===== src/rtl/riscv_fetch_ctrl.sv =====
// Multi-cycle fetch/decode/exec/commit sequencer with fetch watchdog and halt path.
// Optional retired-instruction counter enabled by defining RISCV_FETCH_CTRL_RETIRE_CNT_EN.
package riscv_constants;
  typedef enum logic [1:0] {
    PC_HOLD   = 2'd0,
    PC_PLUS4  = 2'd1,
    PC_TARGET = 2'd2
  } pc_sel_e;
endpackage

module riscv_fetch_ctrl
  import riscv_constants::*;
#(
  parameter int FETCH_TIMEOUT = 16,
  parameter int CNT_W         = 32
) (
  input  logic             clk,
  input  logic             x_reset,
  input  logic             start,
  input  logic             halt_req,
  output logic             imem_req,
  input  logic             imem_ack,
  output logic             instr_valid,
  input  logic             ex_done,
  input  logic             branch_taken,
  output pc_sel_e          pc_sel,
  output logic             busy,
  output logic             halted,
  output logic             fetch_err,
  output logic [CNT_W-1:0] instret
);

  typedef enum logic [2:0] {
    S_IDLE   = 3'd0,
    S_FETCH  = 3'd1,
    S_DECODE = 3'd2,
    S_EXEC   = 3'd3,
    S_COMMIT = 3'd4,
    S_HALT   = 3'd5
  } state_e;

  localparam logic [7:0] TMO_LAST = 8'(FETCH_TIMEOUT - 1);

  state_e     state_reg, state_next;
  logic [7:0] tmo_reg, tmo_next;
  logic       branch_reg, branch_next;
  logic       err_reg, err_next;

  always_ff @(posedge clk or negedge x_reset) begin
    if (!x_reset) begin
      state_reg  <= S_IDLE;
      tmo_reg    <= '0;
      branch_reg <= 1'b0;
      err_reg    <= 1'b0;
    end else begin
      state_reg  <= state_next;
      tmo_reg    <= tmo_next;
      branch_reg <= branch_next;
      err_reg    <= err_next;
    end
  end

  always_comb begin
    state_next  = state_reg;
    tmo_next    = '0;
    branch_next = branch_reg;
    err_next    = err_reg;
    case (state_reg)
      S_IDLE: begin
        // halt takes priority over start at an idle boundary
        if (halt_req)   state_next = S_HALT;
        else if (start) state_next = S_FETCH;
      end
      S_FETCH: begin
        if (imem_ack) begin
          state_next = S_DECODE;
        end else if (tmo_reg == TMO_LAST) begin
          state_next = S_HALT;
          err_next   = 1'b1;
        end else begin
          tmo_next = tmo_reg + 8'd1;
        end
      end
      S_DECODE: state_next = S_EXEC;
      S_EXEC: begin
        if (ex_done) begin
          branch_next = branch_taken;
          state_next  = S_COMMIT;
        end
      end
      S_COMMIT: begin
        if (halt_req)   state_next = S_HALT;
        else if (start) state_next = S_FETCH;
        else            state_next = S_IDLE;
      end
      S_HALT:  state_next = S_HALT;
      default: state_next = S_IDLE;
    endcase
  end

  // All outputs decode from registered state only.
  assign imem_req    = (state_reg == S_FETCH);
  assign instr_valid = (state_reg == S_DECODE);
  assign busy        = (state_reg == S_FETCH) || (state_reg == S_DECODE) ||
                       (state_reg == S_EXEC)  || (state_reg == S_COMMIT);
  assign halted      = (state_reg == S_HALT);
  assign fetch_err   = err_reg;
  assign pc_sel      = (state_reg != S_COMMIT) ? PC_HOLD :
                       (branch_reg ? PC_TARGET : PC_PLUS4);

`ifdef RISCV_FETCH_CTRL_RETIRE_CNT_EN
  logic [CNT_W-1:0] instret_reg;

  always_ff @(posedge clk or negedge x_reset) begin
    if (!x_reset) begin
      instret_reg <= '0;
    end else if (state_reg == S_COMMIT) begin
      instret_reg <= instret_reg + CNT_W'(1);
    end
  end

  assign instret = instret_reg;
`else
  assign instret = '0;
`endif

endmodule

===== config.mk =====
export PLATFORM = sky130hd
export DESIGN_NAME = riscv_fetch_ctrl
export DESIGN_NICKNAME = d
export VERILOG_FILES = /design/src/rtl/riscv_fetch_ctrl.sv
export SDC_FILE = /design/constraint.sdc
export NUM_CORES = 1
export LEC_CHECK = 0
export CAP_MARGIN = 0
export CORE_MARGIN = 5
export CORE_UTILIZATION = 40
export CTS_CLUSTER_DIAMETER = 30
export CTS_CLUSTER_SIZE = 40
export DETAILED_ROUTE_END_ITERATION = 8
export GPL_ROUTABILITY_DRIVEN = 0
export PLACE_DENSITY = 0.84
export SLEW_MARGIN = 10
export SYNTH_ARGS = -nofsm -noshare
export SYNTH_HDL_FRONTEND = slang
export SYNTH_SLANG_ARGS = --single-unit

===== constraint.sdc =====
create_clock -name clk -period 2.2 [get_ports clk]
set_clock_uncertainty 0.2 [all_clocks]
set_input_delay 0.44 -clock clk [delete_from_list [all_inputs] [get_ports clk]]
set_output_delay 0.44 -clock clk [all_outputs]
set_load 0.005 [all_outputs]

After elaboration in Yosys (flattened, before gate mapping)
Cells that the tools add are included.
Word-level totals
  register bits after elaboration: 13
  word-level logic and storage cells: 36
Cells by class
  add/subtract/negate cells: 1
  equal/unequal tests: 10
  muxes and demuxes: 13
  bitwise operators: 1
  reduce and logical (&&, ||, !) cells: 7
Operators by type and width (count)
  $mux W8: 3
  $mux W3: 6
  $pmux W3 S6: 1
  $add A8 B1 Y8 const B: 1
  $eq A8 B4 Y1 const B: 1
  $eq A3 B2 Y1 const B: 2
  $eq A3 B3 Y1 const B: 2
  $ne A3 B3 Y1 const B: 2
  $reduce_and A3 Y1: 2
  $mux W2: 2
  $eq A3 B1 Y1 const B: 1
  $logic_not A3 Y1: 1
  $logic_or A1 B1 Y1: 3
  $ne A3 B1 Y1 const B: 1
  $ne A2 B2 Y1 const B: 1
  $reduce_and A2 Y1: 1
  $mux W1: 1
  $not A1 Y1: 1

Logic depth before layout (Yosys ltp)
  depth after elaboration: 4
  mapped depth: 4
  mapped depth without buffers: 4

Worst setup path after synthesis
OpenSTA, ideal clock, no wires.
  path kind: register -> register
  from: reg tmo_reg[5]
  to: reg tmo_reg[3]
  library setup time: 0.131 ns
  arrival: 1.184 ns
  path slack: 0.685 ns
  cell stages (with the launch flop): 4
  clock period less this slack: 1.515 ns
  cell sequence: dfrtp_1 > or4_4 > o211ai_1 > a31oi_1
On the way
  longest elaborated chain between the ends: 4
RTL lines
  from (decl): line 45  | logic [7:0] tmo_reg, tmo_next;
  from (signal assigned): line 57  | tmo_reg <= tmo_next;
  $eq A8 B4 Y1: line 77  | end else if (tmo_reg == TMO_LAST) begin
  $mux W8: line 77
  $mux W8: line 75  | if (imem_ack) begin
  $mux W8: line 68  | case (state_reg)
  via tmo_next[3]: line 45
The timed path passes the listed nets, and every way through them passes these cells.
A chain may end at the register's enable or synchronous reset.

Worst setup path after layout
  from: reg state_reg[1]
  to: out halted
On the way
  longest elaborated chain between the ends: 1
RTL lines
  from (decl): line 44  | state_e state_reg, state_next;
  from (signal assigned): line 56  | state_reg <= state_next;
  $eq A3 B3 Y1: line 106  | assign halted = (state_reg == S_HALT);
  to (decl): line 28  | output logic halted,
No other way between the ends.

==> metrics.cfg <==
[status]
status=complete, no violations

[global_route]
grt_util_all_layers=0.1104
first_global_vias=677
grt_max_degree=14
antenna_found_initial=0
overflow=0
grt_first_pass_wirelength_mm=2.987

[route]
drt_iter0_markers=3
wl_mm=1.887
viasPerCell=4.617
first_pass_iters=4
vias=711
drc_errors=0
drt.antenna.violating_nets=0
wl_per_cell_microns=12.25

[synthesis]
ys_dominant_reg_cell=dfrtp_1
async_flop_share=1.000
avgSynthCellArea_sq_um=8.817
ys_ff_latch=13
ys_warn_count=0
synthCells=106
seq_area_frac_synth=0.3481
synth-edff-count=0
syn_area_sq_um=934.6
synth_cell_types=33

[setup_path]
crit_required_ps=1560
crit_chain=nand2b_4 > nor2_1 > clkdlybuf4s50_1
critPathMaxStageDelay_ps=520
worstSetupStartpointType=flip-flop
cp_slowest_cell=clkdlybuf4s50_1
path_max_fanout=5
arrival_ps=1500
path_class=reg -> out
critPathCaptureType=primary output

[cts]
cts.htree.levels=1
clkSinkCount=13
cts.path.max_buffers=2
cts_tree=done
cts_hold_buf=0
cts-root-buf=clkbuf_4
cts_buffers=3
clkTransAtPathRegs_ps=90
clk_latency_ps=270

[power_and_ir_drop]
ir_worst_vdd_mv=0.7373
power_density_mw_per_mm2=942.5
power_leakage_nw=0.5502

[sta]
setup_viol=0
max-slew-margin-rel=0.6055
fmax_ghz=0.4671
holdWs_ps=264.0
min_period_ps=2141
rsz0062_at_grt=no
worst_pin_slew_ps=590.0
hold_viol_final=0
setup_tns_ps=0
finalMaxSlewViolations=0
period_share=0.9732

[worst_hold_path]
hp-class=reg -> reg

[die]
core-area_sq_mm=0.002212
rows=17
start_util=0.4225
die_y_microns=58.34
die_w_microns=58.34
ios=46
die_area_sq_mm=0.003404

[cells_and_area]
antennaDiodeCount=0
drive_gt1_frac=0.1905
final_nets=135
syn_to_final_growth_pct=16.06
final_common_cell=conb_1
largest_reg_flops=8
mostFrequentLayoutCells=conb_1 (32), dfrtp_1 (10), clkdlybuf4s50_1 (9)

[place]
dpl.hpwl_mm=1.409
port_buffers=13

[job]
drv_cap=0

-- power breakdown --
part / switching (W) / internal, W / total (W)
combinational: 0.000213 / 0.000294 / 0.000508
clock: 0.0000797 / 0.0000672 / 0.000147
sequential: 0.0000791 / 0.000289 / 0.000368
-- cell type report --
| cell class | count | area [sq um] |
|---|---|---|
| sequential | 13 | 329.1 |
| fill | 215 | 1127 |
| multi-input combinational | 86 | 489.2 |
| tap | 28 | 35.03 |
| clock buffer | 3 | 22.52 |
| inverter | 3 | 11.26 |
| timing repair buffer | 20 | 192.7 |
| clock inverter | 1 | 5.005 |
-- critical path, delay by kind of cell (launching register included) --
kind                   cells  cell delay [ps]
buffers and inverters      1              520
DFF                        1              460
and+or+nand+nor            2              260
-- worst paths after layout --
kind | to | start | slack [ps] | cells after the start
worst max-delay path | halted | state_reg[1] | 60 | 3
worst min-delay path | fetch_err | fetch_err | 260 | 1
worst max register to register | state_reg[2] | state_reg[1] | 490 | 5
worst min register to register | fetch_err | fetch_err | 260 | 1
max in group asynchronous | state_reg[0] | x_reset | 1040 | 1
min in group asynchronous | branch_reg | x_reset | 340 | 1
-- logic make-up (layout without fill, tap and decap cells) --
kind of cell               after synthesis  count (layout)  synth area share
xor gates and xnor gates                 2               2           0.01875
other                                    1              32          0.004012
and+or+nand+nor                         36              36            0.2262
muxes                                    1               1           0.01205
adders and majority gates                1               1           0.01338
DFF                                     13              13            0.3481
buffers and inverters                   38              27            0.2851
AOI/OAI and AO/OA                       14              14           0.09238
-- repair_timing --
item	in CTS	in global routing
pin swaps	0	1
resized for setup	4	8
buffers inserted	5	2
setup endpoints to repair	6	6
cloned	0	0
-- Yosys cell counts, types with 2 or more instances --
cell | instances | area, sq um
buf_4 | 32 | 240.2
nand3b_1 | 2 | 15.01
or3_1 | 3 | 18.77
dfrtp_1 | 13 | 325.3
nor2_1 | 9 | 33.78
nor3_1 | 3 | 15.01
o21ai_0 | 3 | 15.01
inv_1 | 3 | 11.26
a21oi_1 | 5 | 25.02
nand2_1 | 5 | 18.77
buf_2 | 3 | 15.01
xnor2_1 | 2 | 17.52
nand2b_1 | 3 | 18.77
-- metrics by stage --
step / instances / total power (W) / setup slack, ps / instance area (sq um) / util
after floorplan: 137 / 0.0006059 / 685.4 / 1051 / -
after global placement: 143 / 0.0007085 / 225.8 / 960.9 / 0.4344
after detailed placement: 143 / 0.0007168 / 201.8 / 960.9 / 0.4344
after CTS: 152 / 0.0009500 / 6.595 / 1032 / 0.4666
after global routing: 154 / 0.001097 / 11.24 / 1085 / 0.4904
final: 154 / 0.001022 / 58.91 / 1085 / 0.4904
-- routing by layer --
metal	GRT usage	part of all wire	vias up	routed length, microns
met1	0.1211	0.35	333	664
met5	0	0	-	0
met2	0.2026	0.53	37	1006
met4	0.03642	0.025	0	48
li1	-	-	335	-
met3	0.03070	0.089	6	168
Note: power is estimated with default switching activity, not from simulation.
